`config.mk`:
```
export PLATFORM = sky130hd
export DESIGN_NAME = counter_run_ctrl
export DESIGN_NICKNAME = d
export VERILOG_FILES = /design/src/rtl/counter_run_ctrl.sv
export SDC_FILE = /design/constraint.sdc
export NUM_CORES = 1
export LEC_CHECK = 0
export CORE_AREA = 2 2 57 59
export DETAILED_ROUTE_END_ITERATION = 10
export DIE_AREA = 0 0 59 61
export GPL_TIMING_DRIVEN = 0
export MAX_ROUTING_LAYER = met4
export PLACE_DENSITY = 0.71
export SLEW_MARGIN = 20
export SYNTH_ARGS = -nofsm -noshare
export SYNTH_HDL_FRONTEND = slang
export SYNTH_SLANG_ARGS = --single-unit
```
`constraint.sdc`:
```
create_clock -name clk -period 2.06 [get_ports clk]
set_clock_uncertainty 0.15 [all_clocks]
set_input_delay 0.412 -clock clk [delete_from_list [all_inputs] [get_ports clk]]
set_output_delay 0.412 -clock clk [all_outputs]
set_load 0.05 [all_outputs]
```
`src/rtl/counter_run_ctrl.sv`:
```
// Purpose : run controller for an external up counter; sequences clear/run/pause/done
//           from single-cycle command pulses, paces increments with a prescaler and
//           detects a programmable terminal count (one-shot or auto-reload).
// Latency : cnt_en/cnt_clr are combinational from state and commands; done is
//           registered, one cycle after the terminal is seen.
// Backpressure: none. Commands are one-cycle pulses; a pulse that is not legal in
//           the current state is dropped.
//
// Ports:
//   clk, reset        rising-edge clock, synchronous active-low reset
//   start/stop/clear  command pulses (start/resume/restart, pause, abort)
//   mode_reload       0 = one-shot, 1 = auto-reload; sampled with term_val
//   term_val          terminal count, latched on an accepted start
//   count_in          current counter value
//   cnt_en, cnt_clr   counter increment enable / synchronous clear
//   done              one-cycle pulse when the terminal was reached
//   busy              high in CLR, RUN, PAUSE
//   state             IDLE=0, CLR=1, RUN=2, PAUSE=3, DONE=4
module counter_run_ctrl #(
  parameter int WIDTH = 12,
  parameter int DIV   = 4
) (
  input  logic             clk,
  input  logic             reset,
  input  logic             start,
  input  logic             stop,
  input  logic             clear,
  input  logic             mode_reload,
  input  logic [WIDTH-1:0] term_val,
  input  logic [WIDTH-1:0] count_in,
  output logic             cnt_en,
  output logic             cnt_clr,
  output logic             done,
  output logic             busy,
  output logic [2:0]       state
);

  localparam int PW = (DIV > 1) ? $clog2(DIV) : 1;
  localparam logic [PW-1:0] PRESC_MAX = PW'(DIV - 1);

  typedef enum logic [2:0] {
    S_IDLE  = 3'd0,
    S_CLR   = 3'd1,
    S_RUN   = 3'd2,
    S_PAUSE = 3'd3,
    S_DONE  = 3'd4
  } state_t;

  state_t           state_q, state_d;
  logic [PW-1:0]    presc_q, presc_d;
  logic [WIDTH-1:0] term_q,  term_d;
  logic             mode_q,  mode_d;
  logic             done_q,  done_d;

  logic             term_hit;
  logic             presc_last;

  always_comb begin
    term_hit   = (state_q == S_RUN) && (count_in >= term_q);
    presc_last = (presc_q == PRESC_MAX);

    state_d = state_q;
    term_d  = term_q;
    mode_d  = mode_q;
    done_d  = 1'b0;

    // Priority: clear > term_hit > stop > start.
    if (clear) begin
      state_d = S_IDLE;
    end else begin
      case (state_q)
        S_IDLE: begin
          if (start) begin
            state_d = S_CLR;
            term_d  = term_val;
            mode_d  = mode_reload;
          end
        end
        S_CLR: begin
          state_d = S_RUN;
        end
        S_RUN: begin
          if (term_hit) begin
            state_d = mode_q ? S_CLR : S_DONE;
            done_d  = 1'b1;
          end else if (stop) begin
            state_d = S_PAUSE;
          end
        end
        S_PAUSE: begin
          if (start) begin
            state_d = S_RUN;
          end
        end
        S_DONE: begin
          if (start) begin
            state_d = S_CLR;
            term_d  = term_val;
            mode_d  = mode_reload;
          end
        end
        default: begin
          state_d = S_IDLE;
        end
      endcase
    end

    // The prescaler only advances while RUN continues into RUN. On the pause
    // edge it keeps its value so that a resume picks up the same phase and the
    // suppressed increment of the stop cycle is not lost.
    if ((state_q == S_RUN) && (state_d == S_RUN)) begin
      presc_d = presc_last ? '0 : presc_q + PW'(1);
    end else if ((state_d == S_RUN) || (state_d == S_PAUSE)) begin
      presc_d = presc_q;
    end else begin
      presc_d = '0;
    end
  end

  always_ff @(posedge clk) begin
    if (!reset) begin
      state_q <= S_IDLE;
      presc_q <= '0;
      term_q  <= '0;
      mode_q  <= 1'b0;
      done_q  <= 1'b0;
    end else begin
      state_q <= state_d;
      presc_q <= presc_d;
      term_q  <= term_d;
      mode_q  <= mode_d;
      done_q  <= done_d;
    end
  end

  // Increment is suppressed on the terminal cycle and whenever a command that
  // leaves RUN is present, so the counter never overshoots term_q.
  assign cnt_en  = (state_q == S_RUN) && presc_last && !term_hit && !clear && !stop;
  assign cnt_clr = (state_q == S_CLR) || clear || !reset;
  assign busy    = (state_q == S_CLR) || (state_q == S_RUN) || (state_q == S_PAUSE);
  assign done    = done_q;
  assign state   = state_q;

endmodule

```
==> impl_metrics.tcl <==
set metrics [dict create \
    status "finished with violations" \
    violations "negative setup slack" \
    max_stage_delay_ns 0.28 \
    syn_nets 185 \
    drtIter0Drc 28 \
    drv_cap 0 \
    endpoint_kind "primary output" \
    fmax_mhz 420 \
    dr.pass1.iters 4 \
    ys_warn_count 0 \
    cp_data_arrival_time_ns 1.82 \
    grt_pass1_wl_mm 4.33 \
    ys_seq_area_share_pct 33.2 \
    start_kind "input pin" \
    h-tree-depth 1 \
    post-route-min-period_ns 2.38 \
    synth_cells 142 \
    synth.largest_area_cell "dfxtp_1" \
    relSlewSlack_pct 67.3 \
    dp_hpwl_mm 2.06 \
    rows 20 \
    wl_per_cell_um 11.7 \
    pre_cts_ws_ns -1.30 \
    dpl_cell_area_um2 1650 \
    hold_viol 0 \
    p_comb_share_pct 28.9 \
    wl_met3_um 114 \
    fin_area_um2 1790 \
    whs_ns 0.317 \
    cts_made_buffers 3 \
    clkSlewWorstSetupHoldPaths_ns 0.11 \
    grt_pass1_vias 1078 \
    synth_top_area_share_pct 33.2 \
    seqPwrFrac_pct 47.8 \
    synth-seq-cells 19 \
    top_layer "met4" \
    drt-total-wl_mm 2.62 \
    synthArstFlopShare_pct 0 \
    synthDistinctLibCells 30 \
    fin_nets 234 \
    hold_depth 2 \
    antenna_found_initial 0 \
    synth_ff_type "dfxtp_1" \
    fin_total_pwr_uw 819 \
    ioPinCount 37 \
    core_um2 2950 \
    reg2reg_slack_ns -0.24 \
    fin_crit_sh_pct 116 \
    clk_path_buf_depth 2 \
    crit_slowest_cell "ha_4" \
    cts_sinks 19 \
    netSwitchingFraction_pct 29.0 \
    overflow 0 \
    port-buffer-count 36 \
    grt_max_degree 12 \
    worstRegToRegCells 9 \
    power_frac_clock_pct 23.3 \
    cp_max_fo 3 \
    wl_met1_mm 1.17 \
    cp_top_family "simple AND/OR/NAND/NOR gates" \
    cts_root_buf "clkbuf_4" \
    cp.buffers_inverters 2 \
    area_delta_synth_final_pct 56.0 \
    cp.depth 8 \
    vias 1125 \
    synthTopCellsByArea "dfxtp_1 33%, ha_1 14%, nand2_1 11%" \
    powerDensity_nw_per_um2 459 \
    clk_latency_ns 0.30 \
    crit_chain "dlygate4sd2_1, ha_4, and4_4, o211ai_1, or2_4, nand2_4, nor2_4, buf_8" \
    wl_met2_mm 1.33 \
    worstSetupPathType "in2out" \
    required_ns 1.50 \
    postSynthAreaPerCell_um2 8.06 \
    setup_ws_ns -0.323 \
    dieArea_um2 3600 \
    die_w_um 59 \
    mappedNetlistArea_um2 1140 \
    worstMarginPinSlew_ns 0.488 \
    antennaDiodeCount 0 \
    setup_violations 3 \
    drv_slew 0 \
    ir_drop_mv 0.333 \
    antenna_left 0 \
    cts_tree "yes" \
    grt.total_usage_pct 16.0 \
    synth_edf_count 0 \
    drc_errors 0 \
    rsz0062_at_grt "yes" \
    leakage_nw 0.688 \
    min_path_type "reg2reg" \
    dieHeight_um 61 \
    start_util_pct 38.8 \
    place_congestion 0.866 \
    p_sw_uw 238 \
    internal_power_uw 581 \
    drive_above_1_share_pct 27.9 \
    vias_per_cell 5.04 \
]
-- per-stage QoR --
step           setup TNS [ns]  util (%)  cells
5_1_grt                 -1.14      60.5    223
3_5_place_dp            -5.46      55.8    211
4_1_cts                -0.656      59.0    219
2_1_floorplan          -0.116         -    142
6_report               -0.598      60.5    223
3_3_place_gp            -4.63      55.8    211
-- per-layer routing --
metal	track usage, %	vias up
met2	30.8	32
met3	1.92	2
met1	17.6	514
li1	-	577
met5	-	-
met4	2.92	0
-- placed cells by master (no fill, tap or decap), types with 2 or more instances in the layout --
master           instances
a21boi_0                14
a21oi_2                  2
and4_4                   2
buf_4                    9
clkbuf_1                 3
clkbuf_4                 3
clkdlybuf4s15_1          2
clkdlybuf4s50_1         18
dfxtp_1                 12
dfxtp_2                  7
dlygate4sd2_1           12
ha_1                     4
ha_4                     9
inv_1                    7
inv_2                    6
nand2_1                 34
nand2b_1                 3
nand3_1                  2
nor2_1                  10
o21ai_0                  2
o21ai_1                  2
-- registers in the layout, indices dropped and copies added, names as in the netlist --
register and cells:
done 1, term_q 12, presc_q 2, state 3
mode_q 1
-- cells by family after synthesis --
group           after synthesis  synth area share (%)
compound gates               31                  21.5
fa+ha+maj                    13                  14.2
buf+inv                      16                  5.25
flops                        19                  33.2
mux                           2                  1.75
simple gates                 61                  24.0
-- synth_stat cells (2+ instances only) --
cell type and count:
nand2_1 35, dfxtp_1 19, a21boi_0 14, ha_1 13
inv_1 13, nor2_1 12, nand2b_1 4, o21ai_0 4
clkbuf_1 3, a21oi_2 2, mux2i_1 2, nand3_1 2
or2_2 2
-- power groups by stage --
stage | sequential, mW | clock [mW] | combinational (mW)
final | 0.392 | 0.191 | 0.236
after global routing | 0.394 | 0.217 | 0.261
after CTS | 0.391 | 0.196 | 0.228
after detailed placement | 0.398 | 0 | 0.218
after global placement | 0.397 | 0 | 0.211
after floorplan | 0.401 | 0 | 0.119
-- worst paths after layout --
kind	startpoint	to
worst min register to register	term_q[9]$_SDFFE_PN0P_	term_q[9]$_SDFFE_PN0P_
worst min-delay path	term_q[9]$_SDFFE_PN0P_	term_q[9]$_SDFFE_PN0P_
worst max register to register	term_q[8]$_SDFFE_PN0P_	presc_q[0]$_SDFFE_PN0P_
worst max-delay path	count_in[10]	cnt_en
-- worst register-to-register path, cell delays in order (launching register included) --
cell	delay [ns]
dfxtp_2	0.36
inv_2	0.05
ha_4	0.25
and4_4	0.24
o211ai_1	0.11
buf_4	0.15
o21ai_0	0.22
mux2i_2	0.12
or4_1	0.48
a21boi_1	0.13
-- final cells by class --
cell class | count | area [um^2]
Clock inverter | 1 | 5.00
Timing Repair Buffer | 44 | 405
Inverter | 13 | 48.8
Fill cell | 298 | 1170
Buffer | 3 | 11.3
Tap cell | 33 | 41.3
Clock buffer | 3 | 22.5
Sequential cell | 19 | 389
Multi-Input combinational cell | 107 | 862
-- repair_timing --
item | in CTS | in global routing
hold buffers | 0 | 0
resized for setup | 51 | 9
endpoints found under the setup margin | 11 | 7
pin swaps | 20 | 6
buffers inserted | 4 | 4
Note: power is estimated with default switching activity, not from simulation.
